### src/rtl/swi_debouncer_if.sv
// Change-event handshake between the switch debouncer and its consumers.
// master produces events, slave accepts them with evt_ready.
interface swi_debouncer_if #(
    parameter int NBITS = 8
);
    logic             evt_valid;
    logic             evt_ready;
    logic [NBITS-1:0] evt_bits;
    logic [NBITS-1:0] evt_changed;
    logic             evt_overflow;

    modport master (
        output evt_valid,
        input  evt_ready,
        output evt_bits,
        output evt_changed,
        output evt_overflow
    );

    modport slave (
        input  evt_valid,
        output evt_ready,
        input  evt_bits,
        input  evt_changed,
        input  evt_overflow
    );
endinterface

### src/rtl/swi_debouncer.sv
// Switch conditioner: per-bit synchroniser, debounce filter, edge pulses
// and a coalescing change-event port toward the display stage.
module swi_debouncer #(
    parameter int NBITS           = 8,
    parameter int SYNC_STAGES     = 2,
    parameter int DEBOUNCE_CYCLES = 4
) (
    input  logic             clk_2,
    input  logic             rst_n,
    input  logic [NBITS-1:0] swi_raw,
    output logic [NBITS-1:0] swi_db,
    output logic [NBITS-1:0] rise,
    output logic [NBITS-1:0] fall,
    swi_debouncer_if.master  evt
);

    localparam int CW = $clog2(DEBOUNCE_CYCLES + 1);
    localparam logic [CW-1:0] CNT_LAST = CW'(DEBOUNCE_CYCLES - 1);

    typedef enum logic {
        IDLE,
        PEND
    } evt_state_t;

    logic [SYNC_STAGES-1:0][NBITS-1:0] sync_q;
    logic [NBITS-1:0]                  s;

    logic [NBITS-1:0][CW-1:0] cnt_q;
    logic [NBITS-1:0][CW-1:0] cnt_d;
    logic [NBITS-1:0]         db_d;
    logic [NBITS-1:0]         rise_d;
    logic [NBITS-1:0]         fall_d;

    evt_state_t       state_q;
    evt_state_t       state_d;
    logic [NBITS-1:0] bits_q;
    logic [NBITS-1:0] bits_d;
    logic [NBITS-1:0] chg_q;
    logic [NBITS-1:0] chg_d;
    logic             ovf_q;
    logic             ovf_d;
    logic [NBITS-1:0] m;
    logic             acc;

    // Index 0 is the newest sample; the last stage is the metastability-safe one.
    always_ff @(posedge clk_2 or negedge rst_n) begin
        if (!rst_n) begin
            sync_q <= '0;
        end else begin
            sync_q <= {sync_q[SYNC_STAGES-2:0], swi_raw};
        end
    end

    assign s = sync_q[SYNC_STAGES-1];

    always_comb begin
        cnt_d  = cnt_q;
        db_d   = swi_db;
        rise_d = '0;
        fall_d = '0;
        for (int i = 0; i < NBITS; i++) begin
            if (s[i] == swi_db[i]) begin
                cnt_d[i] = '0;
            end else if (cnt_q[i] == CNT_LAST) begin
                db_d[i]   = s[i];
                cnt_d[i]  = '0;
                rise_d[i] = s[i];
                fall_d[i] = ~s[i];
            end else begin
                cnt_d[i] = cnt_q[i] + 1'b1;
            end
        end
    end

    // Pulses are registered alongside swi_db so they line up with the new level.
    always_ff @(posedge clk_2 or negedge rst_n) begin
        if (!rst_n) begin
            cnt_q  <= '0;
            swi_db <= '0;
            rise   <= '0;
            fall   <= '0;
        end else begin
            cnt_q  <= cnt_d;
            swi_db <= db_d;
            rise   <= rise_d;
            fall   <= fall_d;
        end
    end

    assign m   = rise | fall;
    assign acc = (state_q == PEND) & evt.evt_ready;

    always_comb begin
        state_d = state_q;
        bits_d  = bits_q;
        chg_d   = chg_q;
        ovf_d   = ovf_q;
        unique case (state_q)
            IDLE: begin
                if (|m) begin
                    state_d = PEND;
                    bits_d  = swi_db;
                    chg_d   = m;
                    ovf_d   = 1'b0;
                end
            end
            PEND: begin
                if (acc) begin
                    if (|m) begin
                        bits_d = swi_db;
                        chg_d  = m;
                        ovf_d  = 1'b0;
                    end else begin
                        state_d = IDLE;
                        bits_d  = '0;
                        chg_d   = '0;
                        ovf_d   = 1'b0;
                    end
                end else if (|m) begin
                    // Unaccepted event absorbs the new change instead of dropping it.
                    bits_d = swi_db;
                    chg_d  = chg_q | m;
                    ovf_d  = 1'b1;
                end
            end
        endcase
    end

    always_ff @(posedge clk_2 or negedge rst_n) begin
        if (!rst_n) begin
            state_q <= IDLE;
            bits_q  <= '0;
            chg_q   <= '0;
            ovf_q   <= 1'b0;
        end else begin
            state_q <= state_d;
            bits_q  <= bits_d;
            chg_q   <= chg_d;
            ovf_q   <= ovf_d;
        end
    end

    assign evt.evt_valid    = (state_q == PEND);
    assign evt.evt_bits     = bits_q;
    assign evt.evt_changed  = chg_q;
    assign evt.evt_overflow = ovf_q;

endmodule

### src/flat_wrapper.sv
// flat-port wrapper written by rule: the top's interface ports become plain ports
module swi_debouncer_flat 
#(
    parameter int NBITS           = 8,
    parameter int SYNC_STAGES     = 2,
    parameter int DEBOUNCE_CYCLES = 4
)
  (clk_2, rst_n, swi_raw, swi_db, rise, fall, evt_evt_valid, evt_evt_ready, evt_evt_bits, evt_evt_changed, evt_evt_overflow);
  swi_debouncer_if #(.NBITS(NBITS)) evt_i ();
  input  logic clk_2;
  input  logic rst_n;
  input  logic [NBITS-1:0] swi_raw;
  output logic [NBITS-1:0] swi_db;
  output logic [NBITS-1:0] rise;
  output logic [NBITS-1:0] fall;
  output wire logic [$bits(evt_i.evt_valid)-1:0] evt_evt_valid;
  input wire logic [$bits(evt_i.evt_ready)-1:0] evt_evt_ready;
  output wire logic [$bits(evt_i.evt_bits)-1:0] evt_evt_bits;
  output wire logic [$bits(evt_i.evt_changed)-1:0] evt_evt_changed;
  output wire logic [$bits(evt_i.evt_overflow)-1:0] evt_evt_overflow;
  assign evt_evt_valid = evt_i.evt_valid;
  assign evt_i.evt_ready = evt_evt_ready;
  assign evt_evt_bits = evt_i.evt_bits;
  assign evt_evt_changed = evt_i.evt_changed;
  assign evt_evt_overflow = evt_i.evt_overflow;
  swi_debouncer #(.NBITS(NBITS), .SYNC_STAGES(SYNC_STAGES), .DEBOUNCE_CYCLES(DEBOUNCE_CYCLES)) u_core (.clk_2(clk_2), .rst_n(rst_n), .swi_raw(swi_raw), .swi_db(swi_db), .rise(rise), .fall(fall), .evt(evt_i));
endmodule
### config.mk
export PLATFORM = sky130hd
export DESIGN_NAME = swi_debouncer_flat
export DESIGN_NICKNAME = d
export VERILOG_FILES = /design/src/rtl/swi_debouncer_if.sv /design/src/rtl/swi_debouncer.sv /design/src/flat_wrapper.sv
export SDC_FILE = /design/constraint.sdc
export NUM_CORES = 1
export LEC_CHECK = 0
export CAP_MARGIN = 20
export CORE_MARGIN = 3
export CORE_UTILIZATION = 56
export CTS_CLUSTER_DIAMETER = 80
export DETAILED_ROUTE_END_ITERATION = 7
export GPL_TIMING_DRIVEN = 0
export PLACE_DENSITY_LB_ADDON = 0.25
export REMOVE_ABC_BUFFERS = 1
export SLEW_MARGIN = 10
export SYNTH_ARGS = -nofsm -noshare
export SYNTH_HDL_FRONTEND = slang
export SYNTH_SLANG_ARGS = --single-unit
### constraint.sdc
create_clock -name clk_2 -period 2.3 [get_ports clk_2]
set_input_delay 0.345 -clock clk_2 [delete_from_list [all_inputs] [get_ports clk_2]]
set_output_delay 0.345 -clock clk_2 [all_outputs]
set_load 0.01 [all_outputs]
=== Word-level counts from Yosys, hierarchy flattened ===
Cells that the tools add are included.
W data, S select, Z words.

* Register bits: 82
* Input port bits: 11
* Output and inout port bits: 42
* Word-level logic and storage cells: 144

* $add $sub $neg: 8
* Equality and inequality tests: 18
* Mux-type cells: 64
* Bitwise logic cells: 20
* Reduce and logical (&&, ||, !) cells: 10

{| class="wikitable"
|+ Operators with widths
! kind !! count
|-
| $mux W8 || 7
|-
| $mux W3 || 16
|-
| $mux W1 || 37
|-
| $pmux W8 S2 || 2
|-
| $add A3 B1 Y3 const B || 8
|-
| $eq A3 B2 Y1 const B || 8
|-
| $reduce_and A2 Y1 || 9
|-
| $not A1 Y1 || 17
|-
| $or A8 B8 Y8 || 2
|-
| $eq A1 B1 Y1 || 8
|-
| $reduce_or A8 Y1 || 1
|-
| $pmux W1 S2 || 2
|-
| $ne A3 B3 Y1 const B || 1
|-
| $ne A2 B1 Y1 const B || 1
|-
| $and A1 B1 Y1 || 1
|}

=== Longest topological paths before layout ===
* Word-level depth: 5
* Depth in mapped cells: 5

=== Worst setup path before layout ===
Ideal clock, no wire load.

* Path type: flip-flop to flip-flop
* Start point: register u_core.fall[1]
* End point: register u_core.bits_q[5], in the netlist u_core.evt.evt_bits[5]
* Library setup time: 123 ps
* Data arrival time: 1192 ps
* Data required time: 2177 ps
* Path slack: 985 ps
* Stages on the path, launching flop included: 6
* Buffers on the path: 2
* Period minus slack after synthesis: 1315 ps
* Cell sequence: dfrtp_1 > nor4_1 > nand4_1 > buf_6 > buf_8 > mux2i_1

* Cells in the longest elaborated chain, start to end: 5
* Elaborated cells on any way between the ends: 6

{| class="wikitable"
|+ Ends and longest elaborated chain
! element !! RTL line !! source
|-
| start: declaration || swi_debouncer.sv:13 || <nowiki>output logic [NBITS-1:0] fall,</nowiki>
|-
| start signal: assignment || swi_debouncer.sv:86 || <nowiki>fall <= fall_d;</nowiki>
|-
| $or A8 B8 Y8 (*) || swi_debouncer.sv:90 || <nowiki>assign m = rise | fall;</nowiki>
|-
| $reduce_or A8 Y1 (*) || swi_debouncer.sv:109 || <nowiki>if (|m) begin</nowiki>
|-
| $mux W8, on equally long branches || - ||
|-
| $mux W8 || swi_debouncer.sv:108 || <nowiki>if (acc) begin</nowiki>
|-
| $pmux W8 S2 (*) || swi_debouncer.sv:98 || <nowiki>unique case (state_q)</nowiki>
|-
| via u_core.bits_d[5] || swi_debouncer.sv:37 || <nowiki>logic [NBITS-1:0] bits_d;</nowiki>
|-
| end signal: assignment || swi_debouncer.sv:137 || <nowiki>bits_q <= bits_d;</nowiki>
|-
| end: declaration || swi_debouncer.sv:36 || <nowiki>logic [NBITS-1:0] bits_q;</nowiki>
|}

Mark *: on every way through the listed nets, which the timed path passes. The rest lies on a longest branch.
A chain may end at the register's enable or synchronous reset.

=== Worst setup path in the final report ===
* Start point: register u_core.state_q, in the netlist u_core.evt.evt_valid
* End point: output port evt_evt_valid

{| class="wikitable"
|+ RTL lines
! element !! RTL line !! source
|-
| start: declaration || swi_debouncer.sv:34 || <nowiki>evt_state_t state_q;</nowiki>
|-
| start signal: assignment || swi_debouncer.sv:136 || <nowiki>state_q <= state_d;</nowiki>
|-
| end: declaration || flat_wrapper.sv:16 || <nowiki>output wire logic [$bits(evt_i.evt_valid)-1:0] evt_evt_valid;</nowiki>
|}

No word-level cell between the ends.

==> qor.txt <==
PD cells: 1210 nW/um2
Router iterations before antenna repair: 4
CTS H-tree lvls: 3
Yosys warnings: 0
Worst hold path cell count: 0
Post-synthesis cell area: 3030 um2
Post-DP HPWL: 3.47 mm
Crit-path slowest cell: clkdlybuf4s50_1
Post-route non-filler standard cell count: 354
Hold WS: 0.349 ns
Slew @ Worst Pin: 0.637 ns
Rows: 26
Final Skew: 0.00714 ns
DR vias/cell: 5.26
Status: complete, no violations
CP Max Fanout: 12
Finished Cell Area: 3850 um2
Die height: 79.5 um
Clock Latency Late Sink: 0.34 ns
Fillers: 335
N_diodes: 0
Rel. slew slack: 0.574
LEAKAGE: 1.72 nW
Top_reg_cell synth: dfrtp_1
Yosys reg bits: 82
Congestion Overflow GR: 0
Final hold violation count: 0
Avg WL per Cell: 14.9 um
Netlist cell types: 20
Routability cong.: 0.734
Class of the worst hold path: flip-flop to flip-flop
Setup violators final: 0
Critical path type: flip-flop to output port
Post-Route WL: 5.29 mm
Inserted Clock Buffers: 9
Vias after detailed routing: 1863
Area after DPL: 3630 um2
Total Die Area: 6320 um2
CP Capture Type: output port
Ports: 53
Crit path cell chain: clkdlybuf4s50_1
Post-layout min period: 1.84 ns
RSZ-0062 raised after global routing: false
Initial Util: 0.585
Setup ws final: 0.464 ns
CTS tree: yes
Syn avg cell area: 13.9 um2
Vias in the first global route: 1879
EDFF count, synth: 0
Core Footprint: 5170 um2
Total GRT Usage: 0.189
Post-synth ARST share: 1.00
NumNets Final: 299
CP required: 1.96 ns
Seq/Total Area, Yosys: 0.678
Family with the most delay on the worst path: buffers and inverters
First-pass GRT wire length: 8.93 mm
Layout area overhead: 27.4%
CP peak stage delay: 0.60 ns
Final critical-path share of the clock period: 0.798
Initial antenna violation count: 0
Achievable frequency: 0.545 GHz
Clock root buffer: clkbuf_8
Buf/Inv on CP: 1
Final setup TNS: 0 ns
DRC: 0
Post-Syn Instances: 217
Max-cap violations: 0
Place WS: -0.0458 ns
Dpl cells: 336
Worst VDD drop: 0.000649 V
Crit path depth: 1
Crit start category: flip-flop
CTS sink count: 82
Antenna Nets Post-Route: 0
Initial DRC count: 104
Clk slew on worst S/H paths: 0.07 ns
Arr. time, crit path: 1.49 ns
Max-slew violation count: 0
Largest net degree at the start of global routing: 64
Layout cells sized above 1: 0.0915
PortBufs: 52
R2r worst-path depth: 3
Die extent in x: 79.5 um
Deepest clock path buffer count: 2
cell usage in the layout (no fill, tap or decap), types with 2 or more instances in the layout:
cell type         n
clkdlybuf4s50_1  51
inv_1             8
o21ai_1           2
buf_4             3
nand2b_1         17
nor2b_1           7
nor3_1            8
xnor2_1           8
mux2i_1           9
mux2_2            8
o21ai_0           6
a211oi_1          8
clkbuf_8         12
dfrtp_1          82
nand2_1          11
nor4_1            4
nor3b_1          24
and3b_1           2
ha_1              8
report_power, final:
part	total [W]	switching (W)	leakage (nW)	internal, W
Combinational	0.00151	0.000675	0.556	0.000833
Clock	0.00106	0.000474	0.106	0.000584
Sequential	0.00209	0.000297	1.06	0.00180
metrics by stage:
| stage | power [W] | util |
|---|---|---|
| global placement | 0.00355 | 0.696 |
| floorplan | 0.00288 | - |
| global route | 0.00496 | 0.745 |
| detailed placement | 0.00361 | 0.701 |
| finish | 0.00466 | 0.745 |
| CTS | 0.00471 | 0.745 |
final cells by class:
cell class,instances,area (um2),area share
sequential,82,2050,0.532
multi-input combinational,123,911,0.236
timing repair buffer,56,571,0.148
clock buffer,13,169,0.0438
tap,70,87.6,0.0227
clock inverter,2,35.0,0.00909
inverter,8,30.0,0.00779
per-layer routing:
metal  wire length (um)  vias up  global-route usage
met1               2370      933               0.253
met5                  0        -                   0
li1                   -      871                   -
met3                267        8              0.0598
met4                 72        0              0.0773
met2               2570       51               0.286
registers in the layout (all words and copies together) (netlist names):
signal                   cells
u_core.s                     8
u_core.cnt_q                24
u_core.evt.evt_overflow      1
u_core.sync_q                8
u_core.evt.evt_valid         1
u_core.fall                  8
u_core.swi_db                8
u_core.evt.evt_changed       8
u_core.rise                  8
u_core.evt.evt_bits          8
path summary, 6_finish.rpt:
| check | start | to | slack (ns) |
|---|---|---|---|
| setup reg to reg | u_core.evt.evt_valid$_DFF_PN0_ | u_core.evt.evt_changed[5]$_DFFE_PN0P_ | 0.79 |
| setup / recovery | u_core.evt.evt_valid$_DFF_PN0_ | evt_evt_valid | 0.46 |
| min in group asynchronous | rst_n | u_core.cnt_q[8]$_DFF_PN0_ | 0.42 |
| max in group asynchronous | rst_n | u_core.s[0]$_DFF_PN0_ | 1.31 |
| hold reg to reg | u_core.sync_q[6]$_DFF_PN0_ | u_core.s[6]$_DFF_PN0_ | 0.35 |
| hold / removal | u_core.sync_q[6]$_DFF_PN0_ | u_core.s[6]$_DFF_PN0_ | 0.35 |
cell usage after synthesis (4+ instances only):
library cell / n / share of area
nor3_1: 8 / 0.013
ha_1: 8 / 0.033
xnor2_1: 8 / 0.023
dfrtp_1: 82 / 0.68
mux2i_1: 9 / 0.030
inv_1: 8 / 0.0099
o21ai_0: 6 / 0.0099
a211oi_1: 8 / 0.020
nor3b_1: 24 / 0.060
nor4_1: 4 / 0.0083
nand2_1: 11 / 0.014
nand2b_1: 17 / 0.035
mux2_2: 8 / 0.030
nor2b_1: 7 / 0.014
logic make-up after synthesis:
logic type,after synthesis,synth area share
simple gates,74,0.152
compound gates,16,0.0331
fa+ha+maj,8,0.0331
xor+xnor,8,0.0232
mux,17,0.0595
buf+inv,12,0.0211
flops,82,0.678
timing repair:
| action | in CTS | in global routing |
|---|---|---|
| hold buffers | 1 | 0 |
| buffers inserted | 2 | 0 |
| resized for setup | 0 | 0 |
| hold endpoints to repair | 19 | 0 |
| setup endpoints to repair | 11 | 0 |
(Power assumes the default switching activity.)
